===== src/rtl/perf_counter_bank.sv =====
// Bank of tick-driven cycle counters; each channel stops when the core reads a chosen register/value.
// Define PERF_SNAPSHOT_EN to build per-channel snapshot shadows behind the read port.
module perf_counter_bank #(
  parameter int unsigned NUM_CH   = 4,
  parameter int unsigned CNT_W    = 32,
  parameter int unsigned DIV_LOG2 = 1,
  parameter int unsigned LED_LSB  = 12
) (
  input  logic              clk,
  input  logic              rst,
  input  logic [4:0]        ind_rs1,
  input  logic [31:0]       ind_data1,
  input  logic              cfg_we,
  input  logic [2:0]        cfg_ch,
  input  logic [4:0]        cfg_reg,
  input  logic [31:0]       cfg_val,
  input  logic              start,
  input  logic              snap,
  input  logic [2:0]        rd_ch,
  input  logic              rd_shadow,
  output logic [CNT_W-1:0]  rd_count,
  output logic              rd_ovf,
  output logic [NUM_CH-1:0] done,
  output logic [2:0]        LED_clk
);

  typedef enum logic [1:0] {StIdle, StRun, StDone} state_e;

  // Low DIV_LOG2 prescaler bits; an all-zero mask makes every cycle a tick.
  localparam logic [31:0] TickMask = (32'd1 << DIV_LOG2) - 32'd1;

  logic [31:0]      presc_q;
  logic             tick;
  logic [NUM_CH-1:0] match;

  state_e           state_q [NUM_CH];
  state_e           state_d [NUM_CH];
  logic [CNT_W-1:0] count_q [NUM_CH];
  logic [CNT_W-1:0] count_d [NUM_CH];
  logic [4:0]       mreg_q  [NUM_CH];
  logic [4:0]       mreg_d  [NUM_CH];
  logic [31:0]      mval_q  [NUM_CH];
  logic [31:0]      mval_d  [NUM_CH];
  logic [NUM_CH-1:0] ovf_q, ovf_d;

  always_ff @(posedge clk or negedge rst) begin
    if (!rst) begin
      presc_q <= '0;
    end else begin
      presc_q <= presc_q + 32'd1;
    end
  end

  assign tick    = ((presc_q & TickMask) == 32'd0);
  assign LED_clk = presc_q[LED_LSB+2:LED_LSB];

  always_comb begin
    for (int i = 0; i < NUM_CH; i++) begin
      match[i] = (state_q[i] == StRun) && (mreg_q[i] != 5'd0) &&
                 (ind_rs1 == mreg_q[i]) && (ind_data1 == mval_q[i]);
    end
  end

  // State register.
  always_ff @(posedge clk or negedge rst) begin
    if (!rst) begin
      ovf_q <= '0;
      for (int i = 0; i < NUM_CH; i++) begin
        state_q[i] <= StIdle;
        count_q[i] <= '0;
        mreg_q[i]  <= '0;
        mval_q[i]  <= '0;
      end
    end else begin
      ovf_q <= ovf_d;
      for (int i = 0; i < NUM_CH; i++) begin
        state_q[i] <= state_d[i];
        count_q[i] <= count_d[i];
        mreg_q[i]  <= mreg_d[i];
        mval_q[i]  <= mval_d[i];
      end
    end
  end

  // Next state: a cfg write to the channel overrides start and match.
  always_comb begin
    ovf_d = ovf_q;
    for (int i = 0; i < NUM_CH; i++) begin
      state_d[i] = state_q[i];
      count_d[i] = count_q[i];
      mreg_d[i]  = mreg_q[i];
      mval_d[i]  = mval_q[i];
      if (cfg_we && (cfg_ch == 3'(i))) begin
        state_d[i] = StIdle;
        count_d[i] = '0;
        ovf_d[i]   = 1'b0;
        mreg_d[i]  = cfg_reg;
        mval_d[i]  = cfg_val;
      end else begin
        case (state_q[i])
          StIdle: begin
            if (start) state_d[i] = StRun;
          end
          StRun: begin
            if (match[i]) begin
              state_d[i] = StDone;
            end else if (tick) begin
              count_d[i] = count_q[i] + CNT_W'(1);
              if (&count_q[i]) ovf_d[i] = 1'b1;
            end
          end
          default: ;
        endcase
      end
    end
  end

  // Outputs.
  always_comb begin
    for (int i = 0; i < NUM_CH; i++) begin
      done[i] = (state_q[i] == StDone);
    end
  end

`ifdef PERF_SNAPSHOT_EN
  logic [CNT_W-1:0] shadow_q [NUM_CH];

  always_ff @(posedge clk or negedge rst) begin
    if (!rst) begin
      for (int i = 0; i < NUM_CH; i++) shadow_q[i] <= '0;
    end else if (snap) begin
      for (int i = 0; i < NUM_CH; i++) shadow_q[i] <= count_q[i];
    end
  end

  always_comb begin
    rd_count = '0;
    rd_ovf   = 1'b0;
    for (int i = 0; i < NUM_CH; i++) begin
      if (rd_ch == 3'(i)) begin
        rd_count = rd_shadow ? shadow_q[i] : count_q[i];
        rd_ovf   = ovf_q[i];
      end
    end
  end
`else
  logic unused_snap;
  assign unused_snap = snap ^ rd_shadow;

  always_comb begin
    rd_count = '0;
    rd_ovf   = 1'b0;
    for (int i = 0; i < NUM_CH; i++) begin
      if (rd_ch == 3'(i)) begin
        rd_count = count_q[i];
        rd_ovf   = ovf_q[i];
      end
    end
  end
`endif

endmodule


===== config.mk =====
export PLATFORM = sky130hd
export DESIGN_NAME = perf_counter_bank
export DESIGN_NICKNAME = d
export VERILOG_FILES = /design/src/rtl/perf_counter_bank.sv
export SDC_FILE = /design/constraint.sdc
export NUM_CORES = 1
export LEC_CHECK = 0
export ABC_AREA = 0
export BUFFER_PORTS_ARGS = -buffer_cell sky130_fd_sc_hd__buf_2
export CAP_MARGIN = 20
export CELL_PAD_IN_SITES_DETAIL_PLACEMENT = 1
export CELL_PAD_IN_SITES_GLOBAL_PLACEMENT = 2
export CORE_UTILIZATION = 35
export DETAILED_ROUTE_END_ITERATION = 16
export PLACE_DENSITY = 0.73
export SYNTH_ARGS = -nofsm -noshare
export SYNTH_HDL_FRONTEND = slang
export SYNTH_SLANG_ARGS = --single-unit

===== constraint.sdc =====
create_clock -name clk -period 6.25 [get_ports clk]
set_clock_uncertainty 0.1 [all_clocks]
set_input_delay 1.25 -clock clk [delete_from_list [all_inputs] [get_ports clk]]
set_output_delay 1.25 -clock clk [all_outputs]
set_load 0.005 [all_outputs]

==> key figures <==
CTS
  • Htree depth: 2
  • Worst-path clk slew: 0.05 ns
  • Post-CTS Resized: 0
  • Clk Latency, worst-skew pair: 0.56 ns
  • # Post-CTS Setup Buffers: 0
  • CTS sink cnt: 303
  • CTS tree: built
  • Num CTS Buffers: 39
  • Clock Path Buffers: 3
  • Hold_buf cts: 0
  • Root buffer cell: clkbuf_16

Power
  • Cell internal pwr: 0.00397 W
  • Sw Share: 29.8%
  • NetSw: approximately 0.0017 W
  • Flop pwr share: 43.8%
  • PwrDens: between 200 and 300 nW/um^2
  • Maximum vdd ir drop: 0.156 mV
  • Overall Power: 0.00566 W
  • Comb power frac: ~16%
  • Clock power frac: between 40% and 50%
  • Leakage: 8.88 nW

Floorplanning
  • Row count: 79
  • Initial core utilization: 35.4%
  • I/O pin cnt: roughly 130
  • Core box area: 46,500 um^2
  • Die X: 219 um
  • Die Ht: between 200 and 250 um
  • Die ar.: 47,900 um^2

STA
  • Worst-Margin Slew: ~1.1 ns
  • Hold slack final: around 0.38 ns
  • Fin crit share: between 70% and 80%
  • Unrepaired setup endpoints after global routing: no
  • Setup TNS: 0 ns
  • Hold Fails Final Rpt: 0
  • Slew headroom: 25.1%
  • Fmax: 0.225 GHz
  • Slew Limit Fails: 0
  • Setup Viol. Count Final: 0
  • Fin crit period: 4.45 ns

Critical path
  • Most common cell on crit path: buf_2
  • CP Class: primary input to output port
  • Biggest cell delay along the critical path: 0.66 ns
  • CP Data Required Time: around 4.9 ns
  • Crit path cell chain: buf_2 > buf_4 > mux4_2 > nor2b_1 > buf_2
  • CP arrival: about 3.1 ns
  • Crit. End Element: output port
  • Worst Path Max Fanout: 25
  • Slowest CP cell: buf_2
  • Critical path launch point type: primary input

Detailed routing
  • DRT Wirelength: 56,700 um
  • Vias per std cell: 5.38
  • WL/cell: ~22 um
  • Pre-antenna DRT Iters: 5
  • Via count: 13.8k
  • ANT nets after route: 0
  • DR iter-0 viols: 708
  • DR DRC count: 0

Logic synthesis
  • EDFF count, synth: 0
  • Post-synthesis sequential area ratio: roughly 46%
  • Leading cell type by number of instances after synthesis: nand2_1
  • YS warnings: 0
  • Fraction of registers with async set/reset: 100%
  • Synth Area in Simple Gates: 28.9%
  • Largest family of logic cells by synthesized area: simple AND/OR/NAND/NOR gates
  • Post-synthesis mux area share: 5.67%
  • Area leader, netlist: dfrtp_1
  • Ys flop type: dfrtp_1
  • Syn Inst Count: 1,829
  • Syn_nets: 1,920
  • Synth Area in Compound Gates: under 10%
  • Area of the mapped netlist: ~16,000 um^2
  • Adder-Cell Fraction of Synth Area: 0.380%
  • Synth top area share: 46.1%
  • Seq cells post-synth: 303
  • XOR/XNOR share of the synthesized area: 10.3%
  • Post-synth top cells: nand2_1, dfrtp_1, xor2_1
  • Yosys cell types: 57
  • Area contributors post-synth: dfrtp_1, nand2_1, xor2_1
  • Post-Syn Area per Cell: 9.00 um^2

Place
  • DP HPWL: 40,300 um
  • # port buffers: ~120
  • DP Cell Count: between 2k and 2.5k
  • GPL Wtd Cong: 0.840

Global route
  • Initial antenna violation count: 11
  • Vias in the first global route: between 10k and 15k
  • Largest net degree at the start of global routing: 112
  • Grt total ovfl: 0
  • First-pass GRT wire length: 88,100 um
  • Global Route Usage Sum: 24.5%

Finish
  • Fin nets: 2,010
  • Layout Cells excl Fill: 2,557
  • Share of layout cells above drive strength 1: ~14%
  • Layout area overhead: 15.1%
  • Final core occ: 40.8%

Min path
  • Hold/Removal Path Class: register to register

Job
  • Max Cap Violations: 0

Run status
  • Status: complete, no violations
-- power groups by stage --
| stage | sequential [W] | combinational (W) | clock (W) |
|---|---|---|---|
| after floorplan | 0.00243 | 0.000557 | 0 |
| after global placement | 0.00249 | 0.000882 | 0 |
| after detailed placement | 0.00251 | 0.000904 | 0 |
| after CTS | 0.00247 | 0.000912 | 0.00236 |
| after global routing | 0.00251 | 0.00100 | 0.00242 |
| final | 0.00248 | 0.000893 | 0.00229 |
-- sequential cells by signal (all words and copies together) (netlist names) --
register / flops
mval_q: 128
presc_q: 15
state_q: 8
mreg_q: 20
ovf_q: 4
count_q: 128
-- through the flow --
step | setup slack, ns | instance area [um^2]
final | 1.80 | 18900
after global routing | 1.61 | 18900
after CTS | 1.72 | 18900
after detailed placement | 1.72 | 17600
after global placement | 1.74 | 17600
after floorplan | 2.14 | 16500
-- routing by layer --
metal  part of all wire (%)  track usage, %
met1                     43            31.2
met2                     49            41.7
met3                    4.0            3.45
met4                    3.3            9.47
met5                   0.14               0
-- critical path: cells and delay by family --
| kind | cells | cell delay (ns) |
|---|---|---|
| muxes | 1 | 0.54 |
| buffers and inverters | 3 | 1.16 |
| and+or+nand+nor | 1 | 0.14 |
-- path summary, 6_finish.rpt --
kind	start	end	slack [ns]	cells after the start
max in group asynchronous	rst	presc_q[6]	4.06	2
min in group asynchronous	rst	presc_q[13]	0.65	1
worst min register to register	presc_q[11]	presc_q[11]	0.38	1
worst min-delay path	presc_q[11]	presc_q[11]	0.38	1
worst max-delay path	rd_ch[0]	rd_ovf	1.80	5
worst max register to register	mval_q[119]	count_q[106]	2.70	7
-- cells by family (layout without fill, tap and decap cells) --
kind of cell | after synthesis | after routing
other | 0 | 4
and+or+nand+nor | 997 | 997
DFF | 303 | 303
adders and majority gates | 5 | 5
buffers and inverters | 123 | 240
xor gates and xnor gates | 194 | 194
AOI/OAI and AO/OA | 155 | 155
muxes | 52 | 52
-- cell usage in the layout (no fill, tap or decap), types with 43 or more instances in the layout --
cell type and count:
xor2_1 112, nand4_1 54, nor2_1 80, nand3_1 56
nand2_1 531, nor4_1 43, xnor2_1 82, a21oi_1 74
dfrtp_1 303, buf_2 122
-- final cells by class --
| cell class | count | area [um^2] |
|---|---|---|
| clock buffers | 61 | 1200 |
| clock inverters | 7 | 87.6 |
| inverters | 31 | 116 |
| well taps | 607 | 759 |
| diodes | 4 | 10.0 |
| flip-flops and latches | 303 | 7580 |
| repair buffers | 141 | 777 |
| multi-input cells | 1403 | 8420 |
| fillers | 5414 | 27500 |
(Power assumes the default switching activity.)
